$ cat src/rtl/etapa_mem_pkg.sv
// Shared definitions for the MEM pipeline stage: access-size encodings,
// default widths and the sign/zero extension helper used on both data paths.
package etapa_mem_pkg;

    localparam int NB_DATA_DEF = 32;
    localparam int NB_REG_DEF  = 5;

    localparam logic [1:0] MEM_BYTE = 2'b00;
    localparam logic [1:0] MEM_HALF = 2'b01;
    localparam logic [1:0] MEM_WORD = 2'b11;

    // Keeps the low byte/halfword and extends it; any other size (incl. 2'b10) is a full word.
    function automatic logic [NB_DATA_DEF-1:0] mem_extend(
        input logic [NB_DATA_DEF-1:0] value,
        input logic [1:0]             size,
        input logic                   is_unsigned
    );
        logic [NB_DATA_DEF-1:0] result;
        case (size)
            MEM_BYTE: result = is_unsigned ? {{(NB_DATA_DEF-8){1'b0}}, value[7:0]}
                                           : {{(NB_DATA_DEF-8){value[7]}}, value[7:0]};
            MEM_HALF: result = is_unsigned ? {{(NB_DATA_DEF-16){1'b0}}, value[15:0]}
                                           : {{(NB_DATA_DEF-16){value[15]}}, value[15:0]};
            default:  result = value;
        endcase
        return result;
    endfunction

endpackage

$ cat src/rtl/etapa_mem_data_memory.sv
// Word-organized data memory: synchronous write, combinational read, no reset.
// ETAPA_MEM_DEBUG_PORT_EN adds an independent raw read port for the debug unit.
module data_memory #(
    parameter int NB_DATA   = 32,
    parameter int MEM_DEPTH = 64,
    localparam int NB_ADDR  = $clog2(MEM_DEPTH)
) (
    input  logic               i_clk,
    input  logic               i_write_enable,
    input  logic [NB_ADDR-1:0] i_addr,
    input  logic [NB_DATA-1:0] i_write_data,
`ifdef ETAPA_MEM_DEBUG_PORT_EN
    input  logic [NB_ADDR-1:0] i_debug_addr,
    output logic [NB_DATA-1:0] o_debug_data,
`endif
    output logic [NB_DATA-1:0] o_read_data
);

    logic [NB_DATA-1:0] mem_array [MEM_DEPTH];

    always_ff @(posedge i_clk) begin
        if (i_write_enable) begin
            mem_array[i_addr] <= i_write_data;
        end
    end

    // Read sees the pre-edge contents, so a same-cycle store is not forwarded.
    assign o_read_data = mem_array[i_addr];

`ifdef ETAPA_MEM_DEBUG_PORT_EN
    assign o_debug_data = mem_array[i_debug_addr];
`endif

endmodule

$ cat src/rtl/etapa_mem.sv
// MEM stage: data memory access with byte/half/word formatting and the MEM/WB register.
// Optional debug read port enabled by ETAPA_MEM_DEBUG_PORT_EN.
module etapa_mem
    import etapa_mem_pkg::*;
#(
    parameter int NB_DATA   = NB_DATA_DEF,
    parameter int NB_REG    = NB_REG_DEF,
    parameter int MEM_DEPTH = 64,
    localparam int NB_ADDR  = $clog2(MEM_DEPTH)
) (
    input  logic               i_clk,
    input  logic               i_reset,
    input  logic [NB_REG-1:0]  i_write_reg,
    input  logic [NB_DATA-1:0] i_data_to_write_in_MEM,
    input  logic [NB_DATA-1:0] i_ALU_result,
    input  logic               i_WB_write,
    input  logic               i_WB_mem_to_reg,
    input  logic               i_MEM_read,
    input  logic               i_MEM_write,
    input  logic               i_MEM_unsigned,
    input  logic [1:0]         i_MEM_byte_half_word,
`ifdef ETAPA_MEM_DEBUG_PORT_EN
    input  logic [NB_ADDR-1:0] i_debug_addr,
    output logic [NB_DATA-1:0] o_debug_data,
`endif
    output logic               o_WB_write,
    output logic               o_WB_mem_to_reg,
    output logic [NB_DATA-1:0] o_ALU_result,
    output logic [NB_DATA-1:0] o_read_data,
    output logic [NB_REG-1:0]  o_write_reg
);

    logic [NB_ADDR-1:0] word_index;
    logic [NB_DATA-1:0] store_word;
    logic [NB_DATA-1:0] mem_word;
    logic [NB_DATA-1:0] load_word;
    logic               write_enable;

    // Byte offset bits and anything above the memory size are ignored (address wraps).
    assign word_index   = i_ALU_result[NB_ADDR+1:2];
    assign store_word   = mem_extend(i_data_to_write_in_MEM, i_MEM_byte_half_word, i_MEM_unsigned);
    assign load_word    = mem_extend(mem_word, i_MEM_byte_half_word, i_MEM_unsigned);
    assign write_enable = i_MEM_write & i_reset;

    data_memory #(
        .NB_DATA   (NB_DATA),
        .MEM_DEPTH (MEM_DEPTH)
    ) u_data_memory (
        .i_clk          (i_clk),
        .i_write_enable (write_enable),
        .i_addr         (word_index),
        .i_write_data   (store_word),
`ifdef ETAPA_MEM_DEBUG_PORT_EN
        .i_debug_addr   (i_debug_addr),
        .o_debug_data   (o_debug_data),
`endif
        .o_read_data    (mem_word)
    );

    always_ff @(posedge i_clk or negedge i_reset) begin
        if (!i_reset) begin
            o_WB_write      <= 1'b0;
            o_WB_mem_to_reg <= 1'b0;
            o_ALU_result    <= '0;
            o_read_data     <= '0;
            o_write_reg     <= '0;
        end else begin
            o_WB_write      <= i_WB_write;
            o_WB_mem_to_reg <= i_WB_mem_to_reg;
            o_ALU_result    <= i_ALU_result;
            o_read_data     <= i_MEM_read ? load_word : '0;
            o_write_reg     <= i_write_reg;
        end
    end

endmodule

$ cat config.mk
export PLATFORM = sky130hd
export DESIGN_NAME = etapa_mem
export DESIGN_NICKNAME = d
export VERILOG_FILES = /design/src/rtl/etapa_mem_pkg.sv /design/src/rtl/etapa_mem_data_memory.sv /design/src/rtl/etapa_mem.sv
export SDC_FILE = /design/constraint.sdc
export NUM_CORES = 2
export LEC_CHECK = 0
export BUFFER_PORTS_ARGS = -buffer_cell sky130_fd_sc_hd__buf_4
export CAP_MARGIN = 10
export CORE_MARGIN = 4
export CORE_UTILIZATION = 66
export CTS_BUF_LIST = sky130_fd_sc_hd__clkbuf_4
export CTS_CLUSTER_DIAMETER = 60
export CTS_CLUSTER_SIZE = 10
export DETAILED_ROUTE_END_ITERATION = 8
export GPL_TIMING_DRIVEN = 0
export PLACE_DENSITY_LB_ADDON = 0.1
export RECOVER_POWER = 100
export SLEW_MARGIN = 10
export SYNTH_ARGS = -nofsm -noshare
export SYNTH_HDL_FRONTEND = slang
export SYNTH_HIERARCHICAL = 1
export SYNTH_SLANG_ARGS = --single-unit
$ cat constraint.sdc
create_clock -name i_clk -period 4.61 [get_ports i_clk]
set_clock_uncertainty 0.2 [all_clocks]
set_input_delay 0.6915 -clock i_clk [delete_from_list [all_inputs] [get_ports i_clk]]
set_output_delay 0.6915 -clock i_clk [all_outputs]
set_load 0.02 [all_outputs]
### Word-level counts from Yosys, hierarchy flattened

Memories as Yosys holds them, arrays and structs flattened.
Cells that the tools add are included.

* bits in registers: 71
* memory bits (writable): 2048
* input port bits: 78
* output and inout port bits: 71
* logic and storage cells: 18
* memories kept: 1

* equal/unequal tests: 1
* muxes and demuxes: 9
* bitwise operators: 1
* reductions and logical operators: 1

Memory list
* u_data_memory.mem_array: words 64, width 32, rd ports 1, clocked after memory_dff 0, wr ports 1, line etapa_mem_data_memory.sv:19 `logic [NB_DATA-1:0] mem_array [MEM_DEPTH];`

Operators by type and width (count)
* 32-bit 2-to-1 mux: 5
* 32-bit case mux with 2 select lines: 2
* 2-bit by 1-bit == test with 1-bit output, second input constant: 1
* 2-bit logical NOT: 1
* 1-bit 2-to-1 mux: 2
* 1-bit AND: 1

### Longest topological paths before layout

An unclocked memory read counts as a cell.

* depth after elaboration: 4
* gate-level depth with buffers: 15
* mapped depth without buffers: 8

### Modules after synthesis

Netlist, hierarchy kept.

Modules (own cells, without submodules)
* data_memory: times used 1, cells each 4207, area each 78287.6 sq um
* etapa_mem: times used 1, cells each 199, area each 2444.8 sq um

### Worst setup path before layout

No wires, ideal clock.

* path kind: input -> register
* start: input i_MEM_unsigned
* end: memory u_data_memory.mem_array[0][18] (data pin)
* library setup time: 0.702 ns
* arrival time: 3.836 ns
* setup slack: -0.127 ns
* stages: 4
* cell sequence: or2_2 > clkbuf_1 > clkbuf_1 > o21ai_0

* word-level cells in the longest chain between the ends: 2
* elaborated cells between the ends (all ways): 3
* classes of those cells: mux (3)

RTL lines
* start: declaration: line etapa_mem.sv:20 `input logic i_MEM_unsigned,`
* 32-bit 2-to-1 mux, on equally long branches: line etapa_mem_pkg.sv:22, etapa_mem_pkg.sv:20
* 32-bit case mux with 2 select lines (*): line etapa_mem_pkg.sv:19 `case (size)`
* via store_word[18]: line etapa_mem.sv:34 `logic [NB_DATA-1:0] store_word;`
* end: declaration: line etapa_mem_data_memory.sv:19

Mark *: on every way through the listed nets, which the timed path passes. The rest lies on a longest branch.

### Worst setup path in the final report

* start: input i_ALU_result[4]
* end: register o_read_data[28]

* elaborated cells between the ends (all ways): 5
* classes of those cells: mux (4); memory (1)

RTL lines
* start: declaration: line etapa_mem.sv:15 `input logic [NB_DATA-1:0] i_ALU_result,`
* memory 64 x 32 bit
* via mem_word[28]: line etapa_mem.sv:35 `logic [NB_DATA-1:0] mem_word;`
* 32-bit case mux with 2 select lines: line etapa_mem_pkg.sv:19
* 32-bit 2-to-1 mux: line etapa_mem.sv:71 `o_read_data <= i_MEM_read ? load_word : '0;`
* end signal: assignment: line etapa_mem.sv:71
* end: declaration: line etapa_mem.sv:29 `output logic [NB_DATA-1:0] o_read_data,`

The timed path passes the listed nets, and every way through them passes these cells.

==> results summary <==
The flow ran to the end, but the final reports show violations. The checks that failed: design-rule violations, max-capacitance violations, max-slew violations, negative setup slack. The worst setup path is launched from an input pin. The number of clock buffers added by TritonCTS is 230. The number of nets handed over by synthesis was between 4k and 5k. The cell repeated most along the worst path is buf_2. The actual transition at the worst max-transition pin came out at about 3.5 ns.

Leaving out fill and tap cells, the most frequent cells in the layout are 2048 x edfxtp_1, 338 x clkbuf_4, 277 x clkbuf_1. The post-synthesis to final-layout area growth is 10.5%. The die outline area is approximately 130000 um2.

Together, buffers and inverters on the worst path number 7. The mean instance size in the synthesized netlist is around 18 um2. The register with the most flip-flops in the layout has roughly 2.0k of them. The library cell used most frequently in the layout, excluding fill and tap cells, is edfxtp_1. The total vias in the final route came out at a little under 50k.

The number of enable flip-flop cells after synthesis came out at slightly above 2k. The number of failing hold endpoints at the final stage came to 0. In the routed design, unresolved DRC markers number just over 40. The TritonCTS clock tree is built. The maximum number of pins on one net before global-route repair came out at 72. Counting flops and latches in the post-synthesis netlist gives between 2k and 2.5k. Static timing analysis puts the maximum clock frequency at about 200 MHz. The aggregate routed wire length came out at around 250000 um. The total count of max-transition violations in the final report is 1497. By startpoint and endpoint, the worst setup path is classified as input pin to flip-flop. After global routing the overflow that remains totals 0. The power density over the cells is 373 nW/um2.

The worst slack at placement came out at -1.54 ns. In this run the tightest slew margin relative to its limit is -136%. The average routed wire per standard cell came out at roughly 37 um.

The largest individual stage delay along the critical path comes from the cell clkdlybuf4s15_1. The fraction of registers with async set or reset after synthesis came out at under 10%. The first global-routing pass estimated 341000 um of wire. The worst hold path belongs to the class input pin to flip-flop.

The register area share after synthesis is 78.4%. The design draws roughly 33000 uW. The remaining number of nets flagged by the antenna check after routing is 0. The worst endpoint data arrival time is between 5 and 6 ns. The initial antenna violation count is 23.

The I/O pin total came out at 149. The clock latency on the worst-skew pair is approximately 1.3 ns. The Yosys step of the flow raised 6 warnings. The via count of the first global-routing pass is ~47k. After synthesis, the cell types taking the most area are edfxtp_1 76%, mux2i_1 3.2%, mux4_2 2.7%. The setup TNS is -185.48 ns.

The horizontal die dimension came out at roughly 360 um. The via count normalized by instance count is a little over 7. The clock sink count is 2119. The register with the most flip-flops is u_data_memory/mem_array. The aggregate global-route resource usage is about two fifths. The worst setup slack after layout came out at -0.401 ns.

The final critical path takes up 109% of the cycle. The standard cell core area came out at 122000 um2. On the worst path, the slowest cell contributes a delay of between 1 and 1.5 ns. The cell area after placement came out at a little under 90000 um2. The data required time at the worst endpoint came out at roughly 5.5 ns. The cell area after layout came out at about 89000 um2.

The number of distinct library cell variants in the gate-level netlist after synthesis is 60. The deepest clock path buffer count came out at 3. The peak supply drop is about 270 uV. The reg2reg setup slack is approximately 0.29 ns. Final hold analysis gives a worst-case slack of about 0.24 ns. The floorplan has about 130 rows. The count of port buffers added during placement is 148. Setup violations remaining at the end of the flow were counted as between 1k and 1.5k. The die height came out at ~360 um. The detailed router's first-iteration violation count came out at 7718.

Among all flip-flop cells after synthesis, the most frequent one is edfxtp_1. The cell family contributing the most delay on the critical path is buffers and inverters. The proportion of netlist area held by the largest area contributor came out at 76.2%. Clock tree synthesis selected as its root buffer the cell clkbuf_4. The global placement routability congestion is approximately 1.0. The largest registers in the layout are u_data_memory/mem_array (2048), o_ALU_result (32), o_read_data (32). The maximum level of the CTS H-tree is 4. The total of max-cap violations is between 40 and 50. The minimum clock period after layout came out at 5.01 ns.

Walking the worst path, the cells encountered are buf_4, buf_2, buf_2, buf_2, buf_2, clkdlybuf4s15_1, mux4_2, mux2i_1, nor2_1, a2111oi_1, buf_2, nand3_1, nand3_1, o21ai_0. The fraction of final layout cells sized beyond drive strength 1 came out at approximately 17%. The total iterations of the first detailed-routing run is 9. The combined area of all synthesized cells came out at 80700 um2. Synthesis produced 4406 cells. STA classifies the critical path endpoint as a flip-flop.

The clock transition at the registers of the reported paths is 0.12 ns. The estimated wirelength of the detail-placed design is 163000 um. Once the floorplan was initialized, standard cells occupied between 60% and 70% of the core. The static leakage is 0.0280 uW.

The net count reported at finish came out at around 5.1k. The worst-path maximum fanout came out at 10. The largest total area in the synthesized netlist belongs to edfxtp_1.
## layer usage
metal	part of all wire (%)	vias up	global-route usage, %	wire length [um]
li1	-	19400	-	-
met1	34	24200	50.9	84400
met2	43	4065	55.6	107000
met3	15	831	14.1	37200
met4	7.5	16	23.9	18700
met5	0.066	-	0	164
## path summary, 6_finish.rpt
kind,start,endpoint,depth (start not counted)
max in group asynchronous,i_reset,o_ALU_result[5]$_DFF_PN0_,4
hold / removal,i_MEM_unsigned,o_read_data[16]$_DFF_PN0_,4
hold reg to reg,u_data_memory/mem_array[32][5]$_DFFE_PP_,o_read_data[5]$_DFF_PN0_,4
min in group asynchronous,i_reset,o_ALU_result[13]$_DFF_PN0_,4
setup / recovery,i_ALU_result[4],o_read_data[28]$_DFF_PN0_,14
setup reg to reg,u_data_memory/mem_array[21][15]$_DFFE_PP_,o_read_data[26]$_DFF_PN0_,8
## logic make-up after synthesis
| logic type | after synthesis | synth area share, % |
|---|---|---|
| flops | 2119 | 78.4 |
| simple gates | 477 | 3.07 |
| buf+inv | 317 | 1.75 |
| compound gates | 989 | 8.84 |
| mux | 504 | 7.96 |
## layout make-up
type / count / area, um2
fill: 7299 / 32500
timing repair buffer: 383 / 3500
inverter: 2 / 7.51
clock buffer: 293 / 2200
tap: 1625 / 2030
clock inverter: 18 / 241
sequential: 2119 / 63300
buffer: 314 / 1410
multi-input combinational: 1970 / 16400
antenna: 30 / 75.1
## through the flow
stage               util (%)  std cells
floorplan                  -       4406
global placement        68.9       6179
detailed placement      71.5       6291
CTS                     74.5       6720
global route            73.2       6731
finish                  73.3       6754
## what timing repair did
item	4_1_cts	5_1_grt
setup endpoints to repair	9	31
cloned	0	0
endpoints found under the hold margin	1875	0
hold buffers	118	0
buffers inserted	0	5
resized for setup	1	14
## power breakdown
group,switching [uW],total (uW),internal (uW)
clock network,5820,9030,3210
logic,2070,2840,764
registers,37.9,21400,21300
total,7930,33300,25300
## synthesized netlist by cell type, types with 3 or more instances
cell type  number
a21boi_1        8
a22oi_1       188
o21ai_0       132
or4_1          15
buf_4           8
o22a_1         70
a22o_1         66
a221o_1        15
nand2_1        52
or4b_1         15
a21oi_1       121
mux2_2        147
a221oi_1      175
nand4_1         3
a222oi_1       16
buf_12          3
a211oi_1       17
nor3_1         22
o22ai_1        93
nor2b_1         8
a31oi_1        43
mux4_2         96
clkbuf_1      180
mux2i_1       261
nand3_1        70
nor4_1         14
nor2_1        145
a2111oi_0      15
dfrtp_1        71
and3_1         85
buf_6           4
buf_2          85
or3_1           4
o2bb2ai_1      15
buf_1          33
edfxtp_1     2048
nand2b_1       18
o221ai_1        6
and2_1         14
## worst min-delay path, stage by stage
cell	delay, ns
dlygate4sd3_1	0.52
buf_4	0.13
or3b_1	0.20
o21ai_0	0.10
No activity file was read; power rests on OpenSTA's default activity.
